$ cat src/rtl/k005290_sequencer.sv
// Per-pixel controller for the tilemap shift-register array.
// Turns the absolute hcounter, per-layer fine X scroll, tile flip attributes
// and layer enables into the A/B shift-register mode and flip-select signals.
// Each 8-pixel tile line is loaded once per tile at the scroll-adjusted phase.

module k005290_sequencer #(
    parameter logic [8:0] ACT_START  = 9'd136,
    parameter logic [8:0] ACT_END    = 9'd392,
    parameter logic [8:0] LINE_LATCH = 9'd128
) (
    input  logic       i_EMU_MCLK,
    input  logic       i_EMU_RST_n,
    input  logic       i_EMU_CLK6MPCEN_n,
    input  logic [8:0] i_HCNT,
    input  logic [2:0] i_A_FINE,
    input  logic [2:0] i_B_FINE,
    input  logic       i_A_TILEFLIP,
    input  logic       i_B_TILEFLIP,
    input  logic       i_A_EN,
    input  logic       i_B_EN,
    output logic [1:0] o_A_MODE,
    output logic [1:0] o_B_MODE,
    output logic       o_AFF,
    output logic       o_BFF,
    output logic       o_A_ACTIVE,
    output logic       o_B_ACTIVE
);

    localparam logic [1:0] ModeHold  = 2'b00;
    localparam logic [1:0] ModeRight = 2'b01;
    localparam logic [1:0] ModeLeft  = 2'b10;
    localparam logic [1:0] ModeLoad  = 2'b11;

    localparam logic [8:0] ArmHcnt = ACT_START - 9'd1;
    localparam logic [8:0] EndHcnt = ACT_END - 9'd1;

    // StDis: layer disabled for this line, shifts zeros through the whole window.
    typedef enum logic [2:0] {StBlank, StArm, StRun, StFlush, StDis} state_e;

    // Index 0 is layer A, index 1 is layer B.
    logic       ce;
    logic       latch_hit;
    logic [2:0] fine_in  [2];
    logic       en_in    [2];
    logic       tflip_in [2];
    logic [2:0] fine_eff [2];
    logic       en_eff   [2];
    logic [2:0] ld_tgt   [2];
    logic       ld       [2];
    logic [1:0] mode     [2];

    logic [2:0] fine_q [2], fine_d [2];
    logic       en_q   [2], en_d   [2];
    state_e     state_q[2], state_d[2];
    logic [2:0] cnt_q  [2], cnt_d  [2];
    // Flip held for the tile currently in the array; doubles as the XFF output.
    logic       flip_q [2], flip_d [2];

    assign ce        = ~i_EMU_CLK6MPCEN_n;
    assign latch_hit = (i_HCNT == LINE_LATCH);

    // Gather per-layer inputs and decode the load phase.
    always_comb begin
        fine_in[0]  = i_A_FINE;
        fine_in[1]  = i_B_FINE;
        en_in[0]    = i_A_EN;
        en_in[1]    = i_B_EN;
        tflip_in[0] = i_A_TILEFLIP;
        tflip_in[1] = i_B_TILEFLIP;
        for (int x = 0; x < 2; x++) begin
            // A mis-placed latch point makes new scroll values apply at once.
            fine_eff[x] = latch_hit ? fine_in[x] : fine_q[x];
            en_eff[x]   = latch_hit ? en_in[x] : en_q[x];
            // Layer B latches half a tile later than layer A.
            ld_tgt[x]   = fine_eff[x] + ((x == 1) ? 3'd4 : 3'd0);
            ld[x]       = (i_HCNT[2:0] == ld_tgt[x]);
        end
    end

    // Line configuration capture next-state.
    always_comb begin
        for (int x = 0; x < 2; x++) begin
            fine_d[x] = fine_q[x];
            en_d[x]   = en_q[x];
            if (ce && latch_hit) begin
                fine_d[x] = fine_in[x];
                en_d[x]   = en_in[x];
            end
        end
    end

    // Line configuration registers.
    always_ff @(posedge i_EMU_MCLK or negedge i_EMU_RST_n) begin
        if (!i_EMU_RST_n) begin
            for (int x = 0; x < 2; x++) begin
                fine_q[x] <= 3'd0;
                en_q[x]   <= 1'b0;
            end
        end else begin
            for (int x = 0; x < 2; x++) begin
                fine_q[x] <= fine_d[x];
                en_q[x]   <= en_d[x];
            end
        end
    end

    // Per-layer FSM next-state, flush counter and flip capture.
    always_comb begin
        for (int x = 0; x < 2; x++) begin
            state_d[x] = state_q[x];
            cnt_d[x]   = cnt_q[x];
            flip_d[x]  = flip_q[x];
            if (ce) begin
                unique case (state_q[x])
                    StBlank: begin
                        if (i_HCNT == ArmHcnt) begin
                            state_d[x] = en_eff[x] ? StArm : StDis;
                        end
                    end
                    StArm: begin
                        if (ld[x]) begin
                            state_d[x] = StRun;
                            flip_d[x]  = tflip_in[x];
                        end
                        if (i_HCNT == EndHcnt) begin
                            state_d[x] = StFlush;
                            cnt_d[x]   = 3'd7;
                        end
                    end
                    StRun: begin
                        if (ld[x]) begin
                            flip_d[x] = tflip_in[x];
                        end
                        // A load on the last active pixel still happens first.
                        if (i_HCNT == EndHcnt) begin
                            state_d[x] = StFlush;
                            cnt_d[x]   = 3'd7;
                        end
                    end
                    StDis: begin
                        if (i_HCNT == EndHcnt) begin
                            state_d[x] = StFlush;
                            cnt_d[x]   = 3'd7;
                        end
                    end
                    StFlush: begin
                        cnt_d[x] = cnt_q[x] - 3'd1;
                        if (cnt_q[x] == 3'd0) begin
                            state_d[x] = StBlank;
                        end
                    end
                    default: state_d[x] = StBlank;
                endcase
            end
        end
    end

    // Per-layer FSM state registers.
    always_ff @(posedge i_EMU_MCLK or negedge i_EMU_RST_n) begin
        if (!i_EMU_RST_n) begin
            for (int x = 0; x < 2; x++) begin
                state_q[x] <= StBlank;
                cnt_q[x]   <= 3'd0;
                flip_q[x]  <= 1'b0;
            end
        end else begin
            for (int x = 0; x < 2; x++) begin
                state_q[x] <= state_d[x];
                cnt_q[x]   <= cnt_d[x];
                flip_q[x]  <= flip_d[x];
            end
        end
    end

    // Mode outputs; combinational so the array sees them on the same edge.
    always_comb begin
        for (int x = 0; x < 2; x++) begin
            mode[x] = ModeHold;
            unique case (state_q[x])
                StBlank: mode[x] = ModeHold;
                StArm:   mode[x] = ld[x] ? ModeLoad : ModeHold;
                StRun: begin
                    if (ld[x]) begin
                        mode[x] = ModeLoad;
                    end else begin
                        mode[x] = flip_q[x] ? ModeRight : ModeLeft;
                    end
                end
                StDis:   mode[x] = ModeLeft;
                StFlush: mode[x] = ModeLeft;
                default: mode[x] = ModeHold;
            endcase
        end
    end

    assign o_A_MODE   = mode[0];
    assign o_B_MODE   = mode[1];
    assign o_AFF      = flip_q[0];
    assign o_BFF      = flip_q[1];
    assign o_A_ACTIVE = (state_q[0] == StRun);
    assign o_B_ACTIVE = (state_q[1] == StRun);

endmodule

$ cat config.mk
export PLATFORM = sky130hd
export DESIGN_NAME = k005290_sequencer
export DESIGN_NICKNAME = d
export VERILOG_FILES = /design/src/rtl/k005290_sequencer.sv
export SDC_FILE = /design/constraint.sdc
export NUM_CORES = 1
export LEC_CHECK = 0
export ABC_AREA = 1
export BUFFER_PORTS_ARGS = -buffer_cell sky130_fd_sc_hd__buf_2
export CAP_MARGIN = 20
export CORE_MARGIN = 1.5
export CORE_UTILIZATION = 55
export CTS_CLUSTER_DIAMETER = 50
export CTS_CLUSTER_SIZE = 16
export DETAILED_ROUTE_END_ITERATION = 10
export PLACE_DENSITY_LB_ADDON = 0.05
export REMOVE_ABC_BUFFERS = 1
export SYNTH_ARGS = -nofsm -noshare
export SYNTH_HDL_FRONTEND = slang
export SYNTH_SLANG_ARGS = --single-unit
export TNS_END_PERCENT = 5
$ cat constraint.sdc
create_clock -name i_EMU_MCLK -period 1.77 [get_ports i_EMU_MCLK]
set_clock_uncertainty 0.1 [all_clocks]
set_input_delay 0.177 -clock i_EMU_MCLK [delete_from_list [all_inputs] [get_ports i_EMU_MCLK]]
set_output_delay 0.177 -clock i_EMU_MCLK [all_outputs]
set_load 0.1 [all_outputs]
==> results.ini, run 1 <==
[hold_path]
hold_class = input pin to flip-flop
holdCritStartpoint = i_A_FINE[0]
whs_path_depth = 2
hold_end = fine_q[3]$_DFFE_PN0P_

[worst_setup_path]
critPathLaunchType = input pin
path_cells = buf_2, inv_2, nand2_4, nor2_4, nand2_4, nand2_2, nand2_1, nand2_1, nand2_1, and3_4, nand2_4, nand4_1, buf_12
crit_family = simple AND/OR/NAND/NOR gates
max_stage_delay_ns = 0.24
crit_fanout = 8
crit_slowest_cell = nor2_4
end_kind = output pin
reg2regPathDepth = 8
critical_path_buf_inv_count = 3
cp-startpoint = i_HCNT[0]
critical_path_required_ns = 1.49
rrSetupSlack_ns = 0.05
regToRegStartpoint = cnt_q[0]$_DFFE_PN0P_
critical_path_class = input pin to output pin
r2r-end = state_q[2]$_DFFE_PN0P_
arrival_ns = 1.82

[placed_design]
pre_cts_slack_ns = -0.2113
placed_cells = 291
dp_hpwl_microns = 2904
io_buffers = 29
gp_congestion = 0.9320

[run_status]
outcome = finished with violations
violations = negative setup slack

[die]
coreArea_sq_um = 2545
start_util_pct = 59.98
dieArea_sq_um = 3100
die_h_microns = 55.68
num_rows = 18
die_width_microns = 55.68
io_pins = 30

[final_layout]
final_layout_size_suffix_gt1_share_pct = 38.55
diodes = 0
area_delta_synth_final_pct = 46.39
fillers = 138
fin_cells = 305
nNetsFinal = 302

[timing]
final-setup-viol-count = 4
tightest_slew_ns = 0.5226
layout_setup_ws_ns = -0.3281
maxSlewViolCount = 0
hold_slack_ns = 0.004795
hold_viol_final = 0
fin_crit_ns = 2.098
max_freq_ghz = 0.4766
fin_crit_sh_pct = 118.5
maxSlewHeadroom_pct = 65.16
rsz0062_at_grt = yes

[clocking]
clock_latency_ns = 0.32
cts_htree_levels = 1
cts.sinks = 22
cts_tree = yes
max-clock-path-buffers = 2
numCtsBuffers = 3
clock_tree.root_cell = clkbuf_4
clk_pin_slew_ns = 0.12

[route]
vias = 1749
wire_per_inst_microns = 15.31
wirelength_microns = 4671
drtPass1Iterations = 4
drt_iter0_drc = 90
vias_per_cell = 5.734
ant_nets = 0
drc = 0

[power_and_ir_drop]
p_per_area_nw_per_um2 = 1423
peakVddDrop_mv = 1.964
leakage_nw = 1.227

[run]
cap_violations = 0

[grt]
grt_pass1_wl_microns = 6969
grt_max_degree = 23
grt_pass1_vias = 1615
grt-ovfl-total = 0
grt_use_total_pct = 28.09
antenna_found_initial = 0

[synth]
synth-seq-area-share_pct = 36.07
synth.distinct_cells = 25
avgSynthCellArea_sq_um = 7.200
syn-instance-count = 212
ys_warn_count = 0
syn_area_sq_um = 1526
ys_seq_elements = 22

==> metrics by stage <==
step	setup TNS, ns	instance area, sq um	total power (W)	util, %
after global placement	-0.5445	1949	0.002567	76.60
after detailed placement	-0.7955	1949	0.002636	76.60
after floorplan	-28.57	1526	0.002061	-
after CTS	-0.6263	2100	0.003069	82.50
after global routing	-1.531	2235	0.003373	87.81
final	-0.9615	2235	0.003179	87.81
==> metal layers <==
layer	routed length, microns	global-route usage [%]	vias up	part of all wire [%]
met5	0	0	-	0
met4	169	9.059	0	3.6
met3	295	3.488	24	6.3
met2	2431	52.38	99	52
met1	1775	32.99	802	38
li1	-	-	824	-
==> placed cells by master, fill, tap and decap left out, types with 2 or more instances in the layout <==
cell type       n
nand2_1        48
inv_1          29
buf_4          25
nand3_1        24
dfrtp_1        20
buf_2          19
nand2_2        11
nor2_1          9
o21ai_0         8
nand2_4         7
a21oi_1         6
mux2_2          6
buf_12          6
inv_2           5
nor3_1          5
a22oi_1         4
ha_1            4
dlygate4sd3_1   4
buf_6           4
clkbuf_4        3
nor2_4          2
nand3_2         2
and3_4          2
nand4_1         2
nor4_1          2
nand4_2         2
o211ai_1        2
dfrtp_2         2
==> power by group <==
part	internal, W	switching, W	total [W]
registers	0.000646	0.000120	0.000766
clock network	0.000229	0.000162	0.000391
logic	0.000667	0.00135	0.00202
total	0.00154	0.00164	0.00318
==> sequential cells by signal, summed over array words and instances (netlist names) <==
register	count
o_BFF	1
fine_q	6
en_q	2
state_q	6
o_AFF	1
cnt_q	6
==> logic make-up (layout without fill, tap and decap cells) <==
group / after synthesis / count (layout) / share of synthesized area, %
AO/OA/AOI/OAI: 25 / 25 / 9.262
flip-flops: 22 / 22 / 36.07
adder cells (fa/ha/maj): 4 / 4 / 3.279
buffers and inverters: 35 / 98 / 8.606
AND/OR/NAND/NOR: 120 / 120 / 38.36
multiplexers: 6 / 6 / 4.426
==> how the worst max path moves through the flow <==
stage,endpoint,slack [ns],cells past startpoint
CTS,o_B_MODE[1],-0.18,12
global route,o_B_MODE[1],-0.39,13
global placement,o_A_MODE[0],-0.16,11
floorplan,o_A_MODE[0],-2.88,3
detailed placement,o_A_MODE[0],-0.21,11
finish,o_B_MODE[1],-0.33,13
==> synth_stat cells <==
master,number,area [sq um]
nor2_4,1,11.26
nor2_8,1,20.02
nand2_4,1,11.26
nand3_1,26,130.1
nor3_1,6,30.03
nor4_1,2,12.51
mux2_2,6,67.56
and3_1,2,12.51
inv_2,4,15.01
nor2_1,10,37.54
o21ai_0,8,40.04
nand4_2,2,25.02
a31oi_1,1,6.260
o211ai_1,2,15.01
a21oi_1,7,35.03
inv_1,31,116.4
nor3_2,1,10.01
a22oi_1,4,30.03
nand4_1,2,12.51
ha_1,4,50.05
or2_4,1,8.760
dfrtp_1,22,550.5
nand2_2,8,50.05
nand2_1,57,214.0
o21ai_1,3,15.01
==> timing repair <==
item	CTS	global route
hold endpoints to repair	24	1
cloned	0	0
resized for setup	13	27
setup buffers	3	3
endpoints found under the setup margin	5	9
hold buffers	3	1
pin swaps	7	16
==> layout make-up <==
class	instances	area (sq um)	area share (%)
sequential	22	553.0	24.75
inverter	35	133.9	5.991
timing repair buffer	59	503.0	22.51
clock buffer	3	22.52	1.008
multi-input combinational	155	954.7	42.72
tap	30	37.54	1.680
clock inverter	1	30.03	1.344
No activity file was read; power rests on OpenSTA's default activity.
==> run 2, diff against run 1 <==
Settings changed: CELL_PAD_IN_SITES_DETAIL_PLACEMENT from default to 1, CELL_PAD_IN_SITES_GLOBAL_PLACEMENT from default to 1, CORE_UTILIZATION 55 to 39.
==> run 2 against run 1 <==
Compared with the run above:
- critical path depth increased by 1
- clock power increased by 20%
- largest power group unchanged
- count of clock-buffer cells in the layout unchanged
- non-clock buffer count is 3 lower
- final cell count rose by 4.9%
- the run still ends with negative setup slack left
- register-to-register slack better by 0.05 ns
- highest routed layer unchanged
- power grew 2.2%
==> results.ini, run 2 (synthesis gave the netlist of run 1 again) <==
[placed_design]
placed_cells = 314
gp_congestion = 0.8497
dp_hpwl_microns = 3764
pre_cts_slack_ns = -0.1940
io_buffers = 29

[final_layout]
diodes = 0
final_layout_size_suffix_gt1_share_pct = 36.40
area_delta_synth_final_pct = 41.64
nNetsFinal = 299
layout_commonest_cell = nand2_1
top_regs = cnt_q x6, fine_q x6, state_q x6
fin_cells = 320
layout_common_cells = 50 x nand2_1, 31 x inv_1, 26 x nand3_1, 26 x buf_4, 22 x buf_2

[timing]
tightest_slew_ns = 0.5320
maxSlewViolCount = 0
hold_viol_final = 0
maxSlewHeadroom_pct = 64.53
layout_setup_ws_ns = -0.1962
max_freq_ghz = 0.5086
finalSetupTns_ns = -0.6427
final-setup-viol-count = 4
fin_crit_ns = 1.966
rsz0062_at_grt = yes
fin_crit_sh_pct = 111.1

[route]
wire_per_inst_microns = 14.85
drc = 0
ant_nets = 0
vias = 1645
vias_per_cell = 5.141
drtPass1Iterations = 4
top_layer_used = met4
wl_met2_microns = 2372
met1_length_microns = 2167
drt_iter0_drc = 51
wirelength_microns = 4752
met3_length_microns = 147

[worst_setup_path]
arrival_ns = 1.69
critical_path_class = input pin to output pin
rrSetupSlack_ns = 0.10
critical_path_required_ns = 1.49
reg2regPathDepth = 12
end_kind = output pin
crit_slowest_cell = nor2_4
path_cells = buf_6, nor2_2, nand2_2, nor2_4, nand2_4, nand2_2, nand2_1, nand2_1, nand2_1, inv_2, and3_4, nand2_4, nand4_1, buf_12
regToRegStartpoint = state_q[1]$_DFFE_PN0P_
critPathLaunchType = input pin
max_stage_delay_ns = 0.22
r2r-end = state_q[2]$_DFFE_PN0P_
crit_top_cell = nand2_1
crit_fanout = 8

[grt]
antenna_found_initial = 0
grt-ovfl-total = 0
grt_pass1_vias = 1686
grt_max_degree = 23
grt_use_total_pct = 23.26
grt_pass1_wl_microns = 7652

[clocking]
cts_htree_levels = 1
cts_tree = yes
clock_tree.root_cell = clkbuf_8
clk_pin_slew_ns = 0.09
clock_latency_ns = 0.26
numCtsBuffers = 3
max-clock-path-buffers = 2
cts.sinks = 22

[die]
die_h_microns = 65.56
start_util_pct = 41.08
dieArea_sq_um = 4298
io_pins = 30
coreArea_sq_um = 3716
num_rows = 22
die_width_microns = 65.56

[power_and_ir_drop]
p_per_area_nw_per_um2 = 1503
peakVddDrop_mv = 1.110
leakage_nw = 1.197

[hold_path]
hold_end = fine_q[0]$_DFFE_PN0P_
hold_class = input pin to flip-flop
whs_path_depth = 2
holdCritStartpoint = i_B_FINE[0]

[run_status]
violations = negative setup slack
outcome = finished with violations

[run]
cap_violations = 0

## run 2: power by group
part / switching, W / internal [W]
sequential: 0.000122 / 0.000645
combinational: 0.00135 / 0.000661
clock: 0.000169 / 0.000302
## run 2: how the worst max path moves through the flow
| stage | from | to | slack, ns |
|---|---|---|---|
| after floorplan | state_q[5]$_DFFE_PN0P_ | o_A_MODE[0] | -2.88 |
| after global placement | i_HCNT[5] | o_A_MODE[0] | -0.16 |
| after detailed placement | i_HCNT[5] | o_A_MODE[0] | -0.19 |
| after CTS | i_HCNT[5] | o_B_MODE[0] | -0.19 |
| after global routing | i_HCNT[1] | o_B_MODE[0] | -0.31 |
| final | i_HCNT[2] | o_B_MODE[1] | -0.20 |
## run 2: cell type report
type                            count  area (sq um)
Fill cell                         477          1554
Multi-Input combinational cell    155         895.9
Sequential cell                    22         551.8
Timing Repair Buffer               56         451.7
Inverter                           35         131.4
Tap cell                           48         60.06
Clock buffer                        3         41.29
Clock inverter                      1         30.03
## run 2: through the flow
stage          instance area (sq um)  total power (W)  utilization (%)  hold slack, ns
2_1_floorplan                   1526         0.002061                -         -0.2186
3_3_place_gp                    2009         0.002622            54.07         0.08707
3_5_place_dp                    2009         0.002726            54.07         0.08844
4_1_cts                         2107         0.003227            56.70         0.05564
5_1_grt                         2162         0.003454            58.18         0.07747
6_report                        2162         0.003250            58.18         0.07055
## run 2: layer usage
metal / up-vias / track usage (%)
met5: - / 0
met4: 0 / 5.469
met3: 6 / 1.712
met2: 29 / 42.09
met1: 795 / 30.12
li1: 815 / -
## run 2: critical path, delay by kind of cell
family                 cells  cell delay [ns]
and+or+nand+nor           11             1.16
buffers and inverters      3             0.33
## run 2: timing repair
item                                    in CTS  in global routing
endpoints found under the setup margin       4                 10
hold endpoints to repair                    22                  0
hold buffers                                 1                  0
buffers inserted                             0                  1
pin swaps                                    0                  8
resized for setup                            4                 14
